===== config.mk =====
export PLATFORM = sky130hd
export DESIGN_NAME = sram_req_sched
export DESIGN_NICKNAME = d
export VERILOG_FILES = /design/src/rtl/sram_req_sched.sv
export SDC_FILE = /design/constraint.sdc
export NUM_CORES = 1
export LEC_CHECK = 0
export CELL_PAD_IN_SITES_DETAIL_PLACEMENT = 0
export CELL_PAD_IN_SITES_GLOBAL_PLACEMENT = 1
export CORE_UTILIZATION = 30
export DETAILED_ROUTE_END_ITERATION = 6
export PLACE_DENSITY = 0.79
export SLEW_MARGIN = 10
export SYNTH_ARGS = -nofsm -noshare
export SYNTH_HDL_FRONTEND = slang
export SYNTH_SLANG_ARGS = --single-unit

===== constraint.sdc =====
create_clock -name clk -period 2.3 [get_ports clk]
set_input_delay 0.23 -clock clk [delete_from_list [all_inputs] [get_ports clk]]
set_output_delay 0.23 -clock clk [all_outputs]
set_load 0.01 [all_outputs]

===== src/rtl/sram_req_sched.sv =====
// sram_req_sched: round-robin scheduler issuing one SRAM controller command at a time.
// Four level requests (slave write/read, master write/read) are filtered by FIFO status,
// arbitrated round-robin in IDLE, held in ISSUE until the matching completion hint,
// then a one-cycle GAP pulses done before the next arbitration.
// Optional macro SRAM_REQ_SCHED_TIMEOUT_EN adds an ISSUE watchdog (TIMEOUT_CYCLES)
// with a sticky timeout_err flag; without it timeout_err is tied low.
module sram_req_sched #(
  parameter int unsigned TIMEOUT_CYCLES = 16
) (
  input  logic       clk,
  input  logic       rst_n,
  input  logic [3:0] req,
  input  logic       fifo_i_full,
  input  logic       fifo_i_empty,
  input  logic       fifo_o_full,
  input  logic       fifo_o_empty,
  input  logic       slave_hint,
  input  logic       master_hint,
  output logic       slave_write,
  output logic       slave_read,
  output logic       master_write,
  output logic       master_read,
  output logic [3:0] grant,
  output logic [3:0] done,
  output logic       busy,
  output logic       timeout_err
);

  localparam logic [1:0] StIdle  = 2'd0;
  localparam logic [1:0] StIssue = 2'd1;
  localparam logic [1:0] StGap   = 2'd2;

  // Reject out-of-range watchdog settings at elaboration.
  if (TIMEOUT_CYCLES < 2 || TIMEOUT_CYCLES > 255) begin : g_bad_timeout
    $error("sram_req_sched: TIMEOUT_CYCLES must be within 2..255");
  end

  logic [1:0] state_q, state_d;
  logic [1:0] ptr_q, ptr_d;
  logic [3:0] grant_q, grant_d;
  logic [3:0] done_q, done_d;
  logic [3:0] eligible;
  logic [1:0] sel_idx;
  logic       sel_valid;
  logic       hint_match;

`ifdef SRAM_REQ_SCHED_TIMEOUT_EN
  localparam logic [7:0] TimeoutLast = 8'(TIMEOUT_CYCLES - 1);
  logic [7:0] cnt_q, cnt_d;
  logic       err_q, err_d;
`endif

  // Requests that can make progress given the current FIFO levels.
  assign eligible = req & {~fifo_i_empty, ~fifo_o_full, ~fifo_o_empty, ~fifo_i_full};

  // Slave-side grants complete on slave_hint, master-side on master_hint.
  assign hint_match = (grant_q[0] | grant_q[1]) ? slave_hint : master_hint;

  // Round-robin search starting one past the last served index.
  always_comb begin
    logic [1:0] idx;
    sel_idx   = '0;
    sel_valid = 1'b0;
    idx       = '0;
    for (int i = 1; i <= 4; i++) begin
      idx = ptr_q + 2'(i);
      if (!sel_valid && eligible[idx]) begin
        sel_valid = 1'b1;
        sel_idx   = idx;
      end
    end
  end

  // Next-state logic for the IDLE/ISSUE/GAP sequencer.
  always_comb begin
    state_d = state_q;
    ptr_d   = ptr_q;
    grant_d = grant_q;
    done_d  = '0;
`ifdef SRAM_REQ_SCHED_TIMEOUT_EN
    cnt_d   = cnt_q;
    err_d   = err_q;
`endif
    case (state_q)
      StIdle: begin
        if (sel_valid) begin
          grant_d = 4'b0001 << sel_idx;
          ptr_d   = sel_idx;
          state_d = StIssue;
`ifdef SRAM_REQ_SCHED_TIMEOUT_EN
          cnt_d   = '0;
`endif
        end
      end
      StIssue: begin
        if (hint_match) begin
          done_d  = grant_q;
          grant_d = '0;
          state_d = StGap;
        end
`ifdef SRAM_REQ_SCHED_TIMEOUT_EN
        else if (cnt_q == TimeoutLast) begin
          // Abandon the command; done stays low so the requester sees no completion.
          grant_d = '0;
          err_d   = 1'b1;
          state_d = StGap;
        end else begin
          cnt_d = cnt_q + 8'd1;
        end
`endif
      end
      StGap: begin
        state_d = StIdle;
      end
      default: begin
        grant_d = '0;
        state_d = StIdle;
      end
    endcase
  end

  // State registers; reset leaves ptr at 3 so the first search begins at req[0].
  always_ff @(posedge clk or negedge rst_n) begin
    if (!rst_n) begin
      state_q <= StIdle;
      ptr_q   <= 2'd3;
      grant_q <= '0;
      done_q  <= '0;
    end else begin
      state_q <= state_d;
      ptr_q   <= ptr_d;
      grant_q <= grant_d;
      done_q  <= done_d;
    end
  end

`ifdef SRAM_REQ_SCHED_TIMEOUT_EN
  // Watchdog counter and sticky error flag.
  always_ff @(posedge clk or negedge rst_n) begin
    if (!rst_n) begin
      cnt_q <= '0;
      err_q <= 1'b0;
    end else begin
      cnt_q <= cnt_d;
      err_q <= err_d;
    end
  end

  assign timeout_err = err_q;
`else
  assign timeout_err = 1'b0;
`endif

  // Commands mirror the grant only while the operation is in flight.
  always_comb begin
    {master_read, master_write, slave_read, slave_write} = '0;
    if (state_q == StIssue) begin
      {master_read, master_write, slave_read, slave_write} = grant_q;
    end
  end

  assign grant = grant_q;
  assign done  = done_q;
  assign busy  = (state_q != StIdle);

endmodule


==> flow_summary.ini, run 1 <==
[critical_path]
cp_slowest_cell = clkdlybuf4s50_1
reg2regPathDepth = 4
crit_arrival_ps = 1730
cpPeakStageDelay_ps = 530
cp-start-kind = register
r2r_setup_slack_ps = 910
worstSetupEndpointType = output pin
crit_chain = nor2b_1 -> and2_1 -> clkdlybuf4s50_1
cp_num_cells = 3
path_buf_inv = 1
worstReg2RegEnd = grant[0]
path_class = register to output pin
crit_path_max_fanout = 8
crit_family = simple AND/OR/NAND/NOR gates
cp_data_required_time_ps = 2070
reg2reg_from = grant[0]

[global_routing]
gr-total-overflow = 0
track_usage_pct = 12.8
antenna_found_initial = 0
grt_pass1_vias = 530
grt_max_degree = 13
grt_pass1_wl_mm = 2.30

[power_and_ir_drop]
p_leak_nw = 0.406
p_int_w = 0.000628
p_switching_w = 0.000360
swShare_pct = 36.5
p_per_area_mw_per_mm2 = 1040
finalPower_w = 0.000988
clkPwrFrac_pct = 13.0
pwr-share-comb_pct = 50.4
seqPwrFrac_pct = 36.5
irDropWorstVdd_mv = 0.605

[cts]
cts.sinks = 12
clk_pin_slew_worst_paths_ps = 70
cts_setup_buffers = 0
ctsLongestPathBuffers = 2
clk_latency_ps = 270
post_cts_resized = 0
cts_root_buf = clkbuf_4
cts_buffers = 3
hold_buffers = 0
cts_tree = done
htreeDepth = 1

[drt]
drt_iter0_markers = 17
routed_via_density = 4.80
avgRoutedWirePerCell_um = 12.0
ant_nets = 0
wl_mm = 1.40
vias = 557
dr.pass1.iters = 4
drc = 0

[yosys]
synth-edff-count = 0
ys.flop_type = dfrtp_1
ys_async_sr_fraction_pct = 100
synth-seq-cells = 12
yosysSeqAreaShare_pct = 45.7
postSynthAreaPerCell_um2 = 10.7
synthCells = 62
syn_area_um2 = 662
synth.distinct_cells = 30
synth.net_count = 74
synth_warnings = 0

[die]
fp.dieW_um = 49.0
num_io_pins = 26
rows = 16
die_height_um = 49.0
start_util_pct = 32.7
core_area_mm2 = 0.00202
dieArea_mm2 = 0.00240

[timing]
rsz0062_at_grt = no
timing.final.crit_share_pct = 85.4
fin_skew_ps = 7.76
fmax_mhz = 509
drv_slew = 0
period_needed_ps = 1960
setup_viol = 0
fin_setup_tns_ps = 0
slew-limit-headroom_pct = 65.6
hold_viol = 0
tightest_slew_ps = 515
setup_slack_ps = 336

[run_status]
status = finished clean

[placed_design]
placed_cells = 112
numPortBuffers = 24
place.gp.congestion = 0.800
dpl.hpwl_mm = 1.05
post-place-ws_ps = 568
place_area_um2 = 928

[finish]
finalInstanceArea_um2 = 955
final_cell_mix = clkdlybuf4s50_1, dfrtp_1, and2_1, nand2_1, nor2b_1
final_common_cell = clkdlybuf4s50_1
area_growth_pct = 44.2
num_antenna_cells = 0
stdcell_count = 116
fillCellCount = 196
drive_gt1_share_pct = 11.2
layout.nets = 102

[job]
maxCapViolations = 0

[worst_hold_path]
hold_path_class = input port to async pin
## per-stage QoR
stage          utilization (%)  hold WS [ps]
3_5_place_dp              45.9           477
3_3_place_gp              45.9           475
4_1_cts                   47.2           314
5_1_grt                   47.2           335
2_1_floorplan                -         -65.6
6_report                  47.2           301
## synth_stat cells (2+ instances only)
| library cell | number | area, µm² |
|---|---|---|
| o2bb2ai_1 | 2 | 17.5 |
| and2_1 | 6 | 37.5 |
| and3_1 | 2 | 12.5 |
| o21ai_1 | 2 | 10.0 |
| dfrtp_1 | 10 | 250 |
| inv_1 | 3 | 11.3 |
| o21a_1 | 2 | 15.0 |
| nor2b_1 | 4 | 25.0 |
| nor2b_4 | 2 | 27.5 |
| nor2_1 | 2 | 7.51 |
| a22o_1 | 2 | 17.5 |
| or2b_1 | 2 | 15.0 |
| dfstp_2 | 2 | 52.6 |
| nand2_1 | 5 | 18.8 |
## cell type report
cell class / instances / area [µm²] / area share, %
inverter: 3 / 11.3 / 1.18
sequential: 12 / 303 / 31.7
clock buffer: 4 / 26.3 / 2.75
multi-input combinational: 46 / 340 / 35.6
timing repair buffer: 24 / 240 / 25.2
tap: 27 / 33.8 / 3.54
## flip-flops by register name, summed over array words and instances, names as in the netlist
signal,count
done,4
grant,4
ptr_q,2
state_q,2
## worst max path at each step
stage | from | endpoint
detailed placement | fifo_i_full | grant[1]
CTS | state_q[1] | master_read
global route | state_q[0] | master_read
global placement | fifo_o_empty | grant[2]
finish | state_q[1] | master_read
floorplan | ptr_q[0] | grant[1]
## worst reg2reg max path: stages, from the launching register on
cell,delay (ps)
dfrtp_1,430
nor3b_1,330
o31ai_1,120
and2_4,180
a22o_1,220
## per-layer routing
layer	global-route usage (%)	part of all wire, %	vias up	wire length (µm)
met2	18.5	44	17	621
met5	0	0	-	0
met3	4.98	4.3	2	60
li1	-	-	280	-
met1	16.8	50	258	701
met4	5.88	0.93	0	13
## cells by family after synthesis
| family | share of synthesized area, % |
|---|---|
| AOI/OAI and AO/OA | 25.0 |
| buffers and inverters | 2.84 |
| DFF | 45.7 |
| other | 0.567 |
| and+or+nand+nor | 25.9 |
## power groups by stage
stage / Combinational, W / Clock [W] / Sequential (W)
final: 0.000498 / 0.000129 / 0.000361
after global routing: 0.000539 / 0.000154 / 0.000372
after CTS: 0.000499 / 0.000139 / 0.000362
after detailed placement: 0.000494 / 0 / 0.000365
after global placement: 0.000495 / 0 / 0.000365
after floorplan: 0.000279 / 0 / 0.000368
No activity file was read; power rests on OpenSTA's default activity.
==> inputs of run 2 (changes only) <==
--- a/config.mk
+++ b/config.mk
@@ -9,7 +9,7 @@
 export CELL_PAD_IN_SITES_GLOBAL_PLACEMENT = 1
 export CORE_UTILIZATION = 30
 export DETAILED_ROUTE_END_ITERATION = 6
-export PLACE_DENSITY = 0.79
+export PLACE_DENSITY = 0.75
 export SLEW_MARGIN = 10
 export SYNTH_ARGS = -nofsm -noshare
 export SYNTH_HDL_FRONTEND = slang
==> run 2 against run 1 <==
Net effect:
- clock-buffer cell count did not move
- cell area grew 1.0%
- hold slack worse by 11 ps
- first-iteration DRC count down 35%
- final cell count unchanged
- power up 3.9%
- setup slack worse by 21 ps
- critical path depth did not move
- non-clock buffer count did not move
- sequential share of layout area shrank 0.33 points
- global-route usage rose by 0.26 points
- via count grew 2.3%
- largest power group unchanged
==> flow_summary.ini, run 2 (synthesis results as in run 1) <==
[critical_path]
crit_path_max_fanout = 8
reg2reg_from = ptr_q[0]
crit_arrival_ps = 1760
crit_chain = nor2b_1 -> and2_1 -> clkdlybuf4s50_1
worstSetupEndpointType = output pin
cpPeakStageDelay_ps = 530
cp-start-kind = register
cp_slowest_cell = clkdlybuf4s50_1
crit_family = simple AND/OR/NAND/NOR gates
r2r_setup_slack_ps = 850
reg2regPathDepth = 4
path_buf_inv = 1
cp_data_required_time_ps = 2070
worstReg2RegEnd = grant[1]
path_class = register to output pin

[die]
rows = 16
num_io_pins = 26
dieArea_mm2 = 0.00240
start_util_pct = 32.7
die_height_um = 49.0
core_area_mm2 = 0.00202
fp.dieW_um = 49.0

[cts]
hold_buffers = 0
cts_root_buf = clkbuf_4
cts_setup_buffers = 0
cts_buffers = 3
clk_pin_slew_worst_paths_ps = 80
cts.sinks = 12
clk_latency_ps = 270
post_cts_resized = 0
ctsLongestPathBuffers = 2
htreeDepth = 1
cts_tree = done

[finish]
final_common_cell = clkdlybuf4s50_1
area_growth_pct = 45.7
drive_gt1_share_pct = 12.4
layout.nets = 102
post-route-util_pct = 47.7
stdcell_count = 116
num_antenna_cells = 0
final_cell_mix = clkdlybuf4s50_1, dfrtp_1, and2_1, nand2_1, nor2b_1

[timing]
timing.final.crit_share_pct = 86.3
fin_setup_tns_ps = 0
setup_viol = 0
fin_skew_ps = 2.11
period_needed_ps = 1990
drv_slew = 0
fmax_mhz = 504
rsz0062_at_grt = no
slew-limit-headroom_pct = 65.9
hold_viol = 0
tightest_slew_ps = 510

[power_and_ir_drop]
p_leak_nw = 0.412
p_per_area_mw_per_mm2 = 1060
irDropWorstVdd_mv = 0.572
finalPower_w = 0.00103

[placed_design]
numPortBuffers = 24
place.gp.congestion = 0.744
placed_cells = 112
dpl.hpwl_mm = 1.10

[global_routing]
antenna_found_initial = 0
grt_pass1_wl_mm = 2.43
gr-total-overflow = 0
grt_max_degree = 13
track_usage_pct = 13.1
grt_pass1_vias = 532

[job]
maxCapViolations = 0

[run_status]
status = finished clean

[drt]
avgRoutedWirePerCell_um = 12.2
routed_via_density = 4.91
drt_iter0_markers = 11
dr.pass1.iters = 4
vias = 570
ant_nets = 0
drc = 0
wl_mm = 1.41

[worst_hold_path]
hold_path_class = input port to async pin
-- run 2: layout make-up --
type,instances,area (µm²)
clock buffer,4,36.3
fill,194,1060
tap,27,33.8
multi-input combinational,46,340
inverter,3,11.3
timing repair buffer,24,240
sequential,12,303
-- run 2: worst reg2reg max path, cell delays in order, from the launching register on --
cell,delay (ps)
dfstp_2,560
inv_1,70
a221oi_1,370
o21ai_1,160
a22o_1,190
-- run 2: power by group --
group | internal (W) | switching (W) | leakage [nW]
logic | 0.000264 | 0.000229 | 0.236
registers | 0.000297 | 0.0000679 | 0.155
clock network | 0.0000962 | 0.0000734 | 0.0210
total | 0.000657 | 0.000370 | 0.412
-- run 2: metal layers --
metal,track usage (%),part of all wire [%],up-vias
met4,7.35,1.1,0
met5,0,0,-
met3,2.49,4.0,2
met2,19.4,46,16
met1,17.8,49,273
li1,-,-,279
-- run 2: metrics by stage --
step           cell area, µm²  hold slack (ps)  setup WS [ps]
2_1_floorplan             662            -65.6            998
3_3_place_gp              928              483            554
3_5_place_dp              928              486            517
4_1_cts                   965              305            273
5_1_grt                   965              333            201
6_report                  965              291            314
-- run 2: worst max path at each step --
stage | from | to | slack (ps) | depth (start not counted)
floorplan | ptr_q[0] | grant[1] | 1000 | 4
global placement | req[2] | grant[1] | 550 | 5
detailed placement | req[2] | grant[1] | 520 | 5
CTS | state_q[1] | master_read | 270 | 3
global route | state_q[0] | slave_write | 200 | 3
finish | state_q[1] | master_write | 310 | 3
